===== config.mk =====
export PLATFORM = sky130hd
export DESIGN_NAME = withdraw_repeat_ctrl
export DESIGN_NICKNAME = d
export VERILOG_FILES = /design/src/rtl/withdraw_repeat_ctrl.sv
export SDC_FILE = /design/constraint.sdc
export NUM_CORES = 1
export LEC_CHECK = 0
export BUFFER_PORTS_ARGS = -buffer_cell sky130_fd_sc_hd__buf_4
export CORE_MARGIN = 5
export CORE_UTILIZATION = 51
export CTS_CLUSTER_DIAMETER = 100
export DETAILED_ROUTE_END_ITERATION = 16
export GPL_ROUTABILITY_DRIVEN = 0
export PLACE_DENSITY = 0.78
export SLEW_MARGIN = 20
export SYNTH_ARGS = -nofsm -noshare
export SYNTH_HDL_FRONTEND = slang
export SYNTH_SLANG_ARGS = --single-unit

===== constraint.sdc =====
create_clock -name clk -period 3.2 [get_ports clk]
set_input_delay 0.16 -clock clk [delete_from_list [all_inputs] [get_ports clk]]
set_output_delay 0.16 -clock clk [all_outputs]
set_load 0.005 [all_outputs]

===== src/rtl/withdraw_repeat_ctrl.sv =====
// rtl/withdraw_repeat_ctrl.sv - debounced withdraw button with auto-repeat and balance guard
module withdraw_repeat_ctrl #(
  parameter int BAL_W      = 16,
  parameter int STEP       = 20,
  parameter int DEB_CYC    = 4,
  parameter int REPEAT_DLY = 8,
  parameter int REPEAT_PER = 4,
  parameter int CNT_W      = 8
) (
  input  logic             clk,
  input  logic             reset,
  input  logic             Down_Button,
  input  logic             load,
  input  logic [BAL_W-1:0] load_value,
  output logic             count_down,
  output logic             denied,
  output logic [BAL_W-1:0] balance,
  output logic [CNT_W-1:0] total
);

  localparam int MAX_A = (DEB_CYC > REPEAT_DLY) ? DEB_CYC : REPEAT_DLY;
  localparam int MAX_C = (MAX_A > REPEAT_PER) ? MAX_A : REPEAT_PER;
  localparam int CW    = $clog2(MAX_C + 1);

  localparam logic [CW-1:0]    DEB_LIM   = CW'(DEB_CYC - 1);
  localparam logic [CW-1:0]    DLY_LIM   = CW'(REPEAT_DLY - 1);
  localparam logic [CW-1:0]    PER_LIM   = CW'(REPEAT_PER - 1);
  localparam logic [BAL_W-1:0] STEP_V    = BAL_W'(STEP);
  localparam logic [CNT_W-1:0] TOTAL_MAX = '1;

  typedef enum logic [1:0] {IDLE, DEBOUNCE, FIRE, HOLD} state_t;

  state_t        state, state_nxt;
  logic [CW-1:0] cnt, cnt_nxt;
  // Set while the current FIRE/HOLD came from an auto-repeat, selecting the short period.
  logic          from_hold, from_hold_nxt;
  logic          fire_ok;

  always_ff @(posedge clk) begin
    if (!reset) begin
      state     <= IDLE;
      cnt       <= '0;
      from_hold <= 1'b0;
      balance   <= '0;
      total     <= '0;
    end else begin
      state     <= state_nxt;
      cnt       <= cnt_nxt;
      from_hold <= from_hold_nxt;
      if (load) begin
        balance <= load_value;
      end else if (count_down) begin
        balance <= balance - STEP_V;
        if (total != TOTAL_MAX) total <= total + CNT_W'(1);
      end
    end
  end

  always_comb begin
    state_nxt     = state;
    cnt_nxt       = cnt;
    from_hold_nxt = from_hold;
    if (load) begin
      state_nxt     = IDLE;
      cnt_nxt       = '0;
      from_hold_nxt = 1'b0;
    end else begin
      case (state)
        IDLE: begin
          if (Down_Button) begin
            if (DEB_CYC == 1) begin
              state_nxt     = FIRE;
              cnt_nxt       = '0;
              from_hold_nxt = 1'b0;
            end else begin
              state_nxt = DEBOUNCE;
              cnt_nxt   = CW'(1);
            end
          end
        end
        DEBOUNCE: begin
          if (!Down_Button) begin
            state_nxt = IDLE;
            cnt_nxt   = '0;
          end else if (cnt == DEB_LIM) begin
            state_nxt     = FIRE;
            cnt_nxt       = '0;
            from_hold_nxt = 1'b0;
          end else begin
            cnt_nxt = cnt + CW'(1);
          end
        end
        FIRE: begin
          // HOLD is entered with cnt=1 so the next FIRE lands exactly the repeat distance later.
          if (Down_Button) begin
            state_nxt = HOLD;
            cnt_nxt   = CW'(1);
          end else begin
            state_nxt = IDLE;
            cnt_nxt   = '0;
          end
        end
        HOLD: begin
          if (!Down_Button) begin
            state_nxt = IDLE;
            cnt_nxt   = '0;
          end else if (cnt == (from_hold ? PER_LIM : DLY_LIM)) begin
            state_nxt     = FIRE;
            cnt_nxt       = '0;
            from_hold_nxt = 1'b1;
          end else begin
            cnt_nxt = cnt + CW'(1);
          end
        end
        default: begin
          state_nxt = IDLE;
          cnt_nxt   = '0;
        end
      endcase
    end
  end

  // A load in the FIRE cycle cancels the withdrawal outright.
  always_comb begin
    fire_ok    = (state == FIRE) && !load;
    count_down = fire_ok && (balance >= STEP_V);
    denied     = fire_ok && (balance < STEP_V);
  end

endmodule


# [Word-level counts from Yosys, hierarchy flattened]
# Cells that the tools add are included.
[classes] addsub=3 n_lt_le_gt_ge=2 eq_ne=13 n_mux=22 bitwise=2 n_reduce_logical=11
[op_table] cell="$mux 16" count=2
[op_table] cell="$mux 4" count=5
[op_table] cell="$ge 16x5->1 const B" count=1
[op_table] cell="$lt 16x5->1 const B" count=1
[op_table] cell="$pmux 4 s4" count=1
[op_table] cell="$sub 16x5->16 const B" count=1
[op_table] cell="$mux 2" count=6
[op_table] cell="$ne 2x2->1 const B" count=5
[op_table] cell="$add 8x1->8 const B" count=1
[op_table] cell="$ne 8x8->1 const B" count=1
[op_table] cell="$pmux 2 s4" count=1
[op_table] cell="$ne 3x3->1 const B" count=2
[op_table] cell="$reduce_and 3->1" count=2
[op_table] cell="$mux 1" count=5
[op_table] cell="$reduce_and 5->1" count=1
[op_table] cell="$add 4x1->4 const B" count=1
[op_table] cell="$eq 2x2->1 const B" count=2
[op_table] cell="$eq 4x2->1 const B" count=1
[op_table] cell="$eq 4x3->1" count=1
[op_table] cell="$reduce_bool 2->1" count=2
[op_table] cell="$logic_and 1x1->1" count=3
[op_table] cell="$mux 3" count=1
[op_table] cell="$eq 2x1->1 const B" count=1
[op_table] cell="$logic_not 2->1" count=1
[op_table] cell="4 further kinds" count=5
[word_totals] reg_bits=31 in_bits=20 out_inout_bits=26 wordCells=58

# [Longest topological paths before layout]
[depth] word_depth=5 ltp_mapped=8 mapped_depth_nobuf=8

# [Least setup slack after synthesis]
# No wires, ideal clock.
[synth_path] path_type="register to register" startpoint="reg balance[5]" endpoint="reg balance[12]" arrival_time_ns=2.154 required_time_ns=3.130 slack_ns=0.976 stages_incl_launch_ff=6 path_buffers=0 period_less_slack_ns=2.224 cell_sequence="dfxtp_1 or3_1 or4_4 a2111oi_0 mux2_2 a21oi_1"
[synth_via] elab_chain_cells=3
[synth_lines] element="start, declared" line="17" source="output logic [BAL_W-1:0] balance,"
[synth_lines] element="start signal, assigned" line="51" source="balance <= load_value;"
[synth_lines] element="start signal, assigned" line="53" source="balance <= balance - STEP_V;"
[synth_lines] element="$sub 16x5->16 or $ge 16x5->1 (tied branches)" line="53, 126"
[synth_lines] element="$mux 16 or $logic_and 1x1->1 (tied branches)" line="52, 126"
[synth_lines] element="$mux 16 or $reduce_bool 2->1 (tied branches)"
# Several ways; a longest one is shown, not always the timed one. The select of a mux whose other input is x is not followed.
# A chain may end at the register's enable or synchronous reset.

# [Worst setup path in the final report]
[layout_path] startpoint="reg balance[5]" endpoint="out count_down"
[layout_via] elab_chain_cells=2
[layout_lines] element="$ge 16x5->1" line="126" source="count_down = fire_ok && (balance >= STEP_V);"
[layout_lines] element="$logic_and 1x1->1" line="126"
[layout_lines] element="end, declared" line="15" source="output logic count_down,"
# No other way between the ends.

==> flow_summary.yaml <==
route:
  vias_per_cell: 5.81
  drc: 0
  wl_per_cell_um: 15.1
  drt_pass1_iterations: 4
  wirelength_mm: 4.37
  routed-via-count: 1685
  first_iter_violations: 100
  ant_nets: 0
synth:
  syn-cell-area_sq_mm: 0.00165
  synthesis.instances: 199
  synth.distinct_cells: 45
  synth_nets: 223
  yosys_register_bits: 31
  ys_seq_area_share_pct: 37.5
  synthArstFlopShare_pct: 0
  ys_warn_count: 0
  synth_edf_count: 0
  synth_area_per_cell_sq_um: 8.31
  synth_ff_type: "dfxtp_1"
global_route:
  grt_pass1_wl_mm: 6.98
  grt_antenna_before_repair: 0
  grt_max_degree: 21
  grt.overflow.total: 0
  grt.total_usage_pct: 20.7
  grt_pass1_vias: 1526
final_layout:
  fin_nets: 269
  n_antenna_cell: 0
  drive_gt1_share_pct: 24.4
  area_delta_synth_final_pct: 26.5
floorplan:
  die_y_um: 66.9
  fp-row-count: 20
  dieArea_sq_mm: 0.00448
  die_x_um: 66.9
  initial_utilization_pct: 53.7
  core_area_sq_mm: 0.00308
  pin_count: 46
timing:
  skew_ns: 0.00800
  setup_ws_ns: 0.685
  finalSetupViolCount: 0
  relSlewSlack_pct: 52.6
  period_minus_slack_ns: 2.51
  worst_pin_slew_ns: 0.705
  setup_tns_ns: 0
  fmax_mhz: 398
  hold_viol_final: 0
  timing.final.crit_share_pct: 78.6
  rsz0062_at_grt: "no"
  maxSlewViolCount: 0
setup_path:
  crit_chain: "or3_1 > or4_4 > a31o_4 > inv_1 > buf_4"
  timing.critical_path.required_ns: 3.04
  reg2reg_depth: 5
  endpoint_kind: "output pin"
  cp-start-kind: "flip-flop"
  slowest_stage: "or4_4"
  r2r_slack_ns: 0.85
  crit_fanout: 16
  startpoint: "balance[5]"
  timing.rr.start: "balance[5]"
  r2r-end: "balance[12]"
  endpoint: "count_down"
  critical_path_class: "reg2out"
  slowest_delay_ns: 0.54
  arrival_ns: 2.35
power:
  leakage_nw: 0.828
  vdd_drop_max_v: 0.000295
  powerDensity_mw_per_mm2: 380
clock_network:
  postCtsSetupBuffers: 0
  clk_path_buf_depth: 2
  clk_latency_ns: 0.33
  cts-hold-fix-buffers: 0
  cts-buffers-inserted: 5
  clkTransAtPathRegs_ns: 0.09
  clock_sinks: 31
  cts_tree: "done"
  htreeDepth: 2
  ctsResizeCount: 0
  cts_root_buf: "clkbuf_4"
place:
  dp_slack_ns: 0.897
  dp_hpwl_mm: 3.25
  port_buffers: 45
flow_run:
  maxCapViolations: 0
outcome:
  status: "finished clean"
min_path:
  hold_path_class: "in2reg"
  worstHoldStart: "load_value[0]"
-- worst min-delay path by stage --
stage,end,slack (ns),cells after the start
after floorplan,balance[12],0.30,2
after global placement,balance[0],0.40,3
after detailed placement,balance[0],0.40,3
after CTS,balance[0],0.06,3
after global routing,balance[3],0.06,2
final,balance[0],0.06,3
-- kinds of logic after synthesis --
kind of cell	count (synthesis)	share of synthesized area [%]
buf+inv	15	3.48
mux	6	3.79
xor+xnor	5	2.65
flops	31	37.5
fa+ha+maj	4	3.03
compound gates	64	26.8
simple gates	74	22.7
-- area by class of cell --
class | count | area [sq um]
well taps | 44 | 55.1
repair buffers | 45 | 338
multi-input cells | 153 | 975
fillers | 285 | 987
flip-flops and latches | 31 | 621
clock buffers | 8 | 68.8
inverters | 9 | 33.8
-- synth_stat cells, types with 2 or more instances --
| cell type | count | area, sq um |
|---|---|---|
| a31o_2 | 2 | 17.5 |
| a31oi_1 | 6 | 37.5 |
| ha_1 | 4 | 50.1 |
| nand2b_1 | 3 | 18.8 |
| nand3b_1 | 2 | 15.0 |
| a22oi_1 | 3 | 22.5 |
| dfxtp_1 | 31 | 621 |
| mux2i_1 | 4 | 40.0 |
| o21ai_0 | 9 | 45.0 |
| o311ai_0 | 4 | 35.0 |
| nor2b_1 | 4 | 25.0 |
| mux2_2 | 2 | 22.5 |
| nand4_1 | 4 | 25.0 |
| o31ai_1 | 4 | 30.0 |
| xnor2_1 | 5 | 43.8 |
| a32oi_1 | 2 | 17.5 |
| nor2_1 | 15 | 56.3 |
| a211oi_1 | 2 | 15.0 |
| inv_1 | 9 | 33.8 |
| and3_1 | 3 | 18.8 |
| a221oi_1 | 2 | 17.5 |
| clkbuf_1 | 4 | 15.0 |
| or3_1 | 6 | 37.5 |
| nand2_1 | 19 | 71.3 |
| a21oi_1 | 18 | 90.1 |
| nand3_1 | 7 | 35.0 |
| nor4_1 | 2 | 12.5 |
| nor3_1 | 4 | 20.0 |
| or4_1 | 3 | 22.5 |
-- flip-flops by register name, indices dropped and copies added (netlist names) --
| signal | count |
|---|---|
| balance | 16 |
| total | 8 |
| cnt | 4 |
| state | 2 |
| from_hold | 1 |
-- power by group --
part           switching (W)  internal [W]  leakage [nW]
Clock               0.000130      0.000129        0.0386
Sequential         0.0000180      0.000399         0.253
Combinational      0.0000598     0.0000580         0.536
-- critical path: cells and delay by family, from the launching register on --
| kind | cells | cell delay (ns) |
|---|---|---|
| buffers and inverters | 2 | 0.40 |
| flip-flops | 1 | 0.37 |
| AO/OA/AOI/OAI | 1 | 0.31 |
| AND/OR/NAND/NOR | 2 | 0.94 |
-- metrics by stage --
step	hold WS, ns	utilization [%]	area [sq um]	instances	power (W)
after CTS	0.0595	67.9	2090	290	0.000797
after detailed placement	0.402	65.7	2020	282	0.000543
final	0.0649	67.9	2090	290	0.000794
after floorplan	0.305	-	1650	199	0.000487
after global placement	0.395	65.7	2020	282	0.000542
after global routing	0.0554	67.9	2090	290	0.000833
-- routing by layer --
layer	wire, um	vias to the layer above	global-route usage, %	part of all wire, %
li1	-	845	-	-
met1	2110	795	27.0	48
met2	2000	41	32.2	46
met3	215	4	5.23	4.9
met4	43	0	8.61	0.98
met5	0	-	0	0
-- cells in the final DEF (no fill, tap or decap), drive strengths merged, types with 5 or more instances in the layout --
cell / instances
clkbuf: 8
a21oi: 18
buf: 45
o21ai: 10
or3: 6
nand2: 19
nor2: 15
nand3: 7
xnor2: 5
inv: 9
a31oi: 7
dfxtp: 31
No activity file was read; power rests on OpenSTA's default activity.
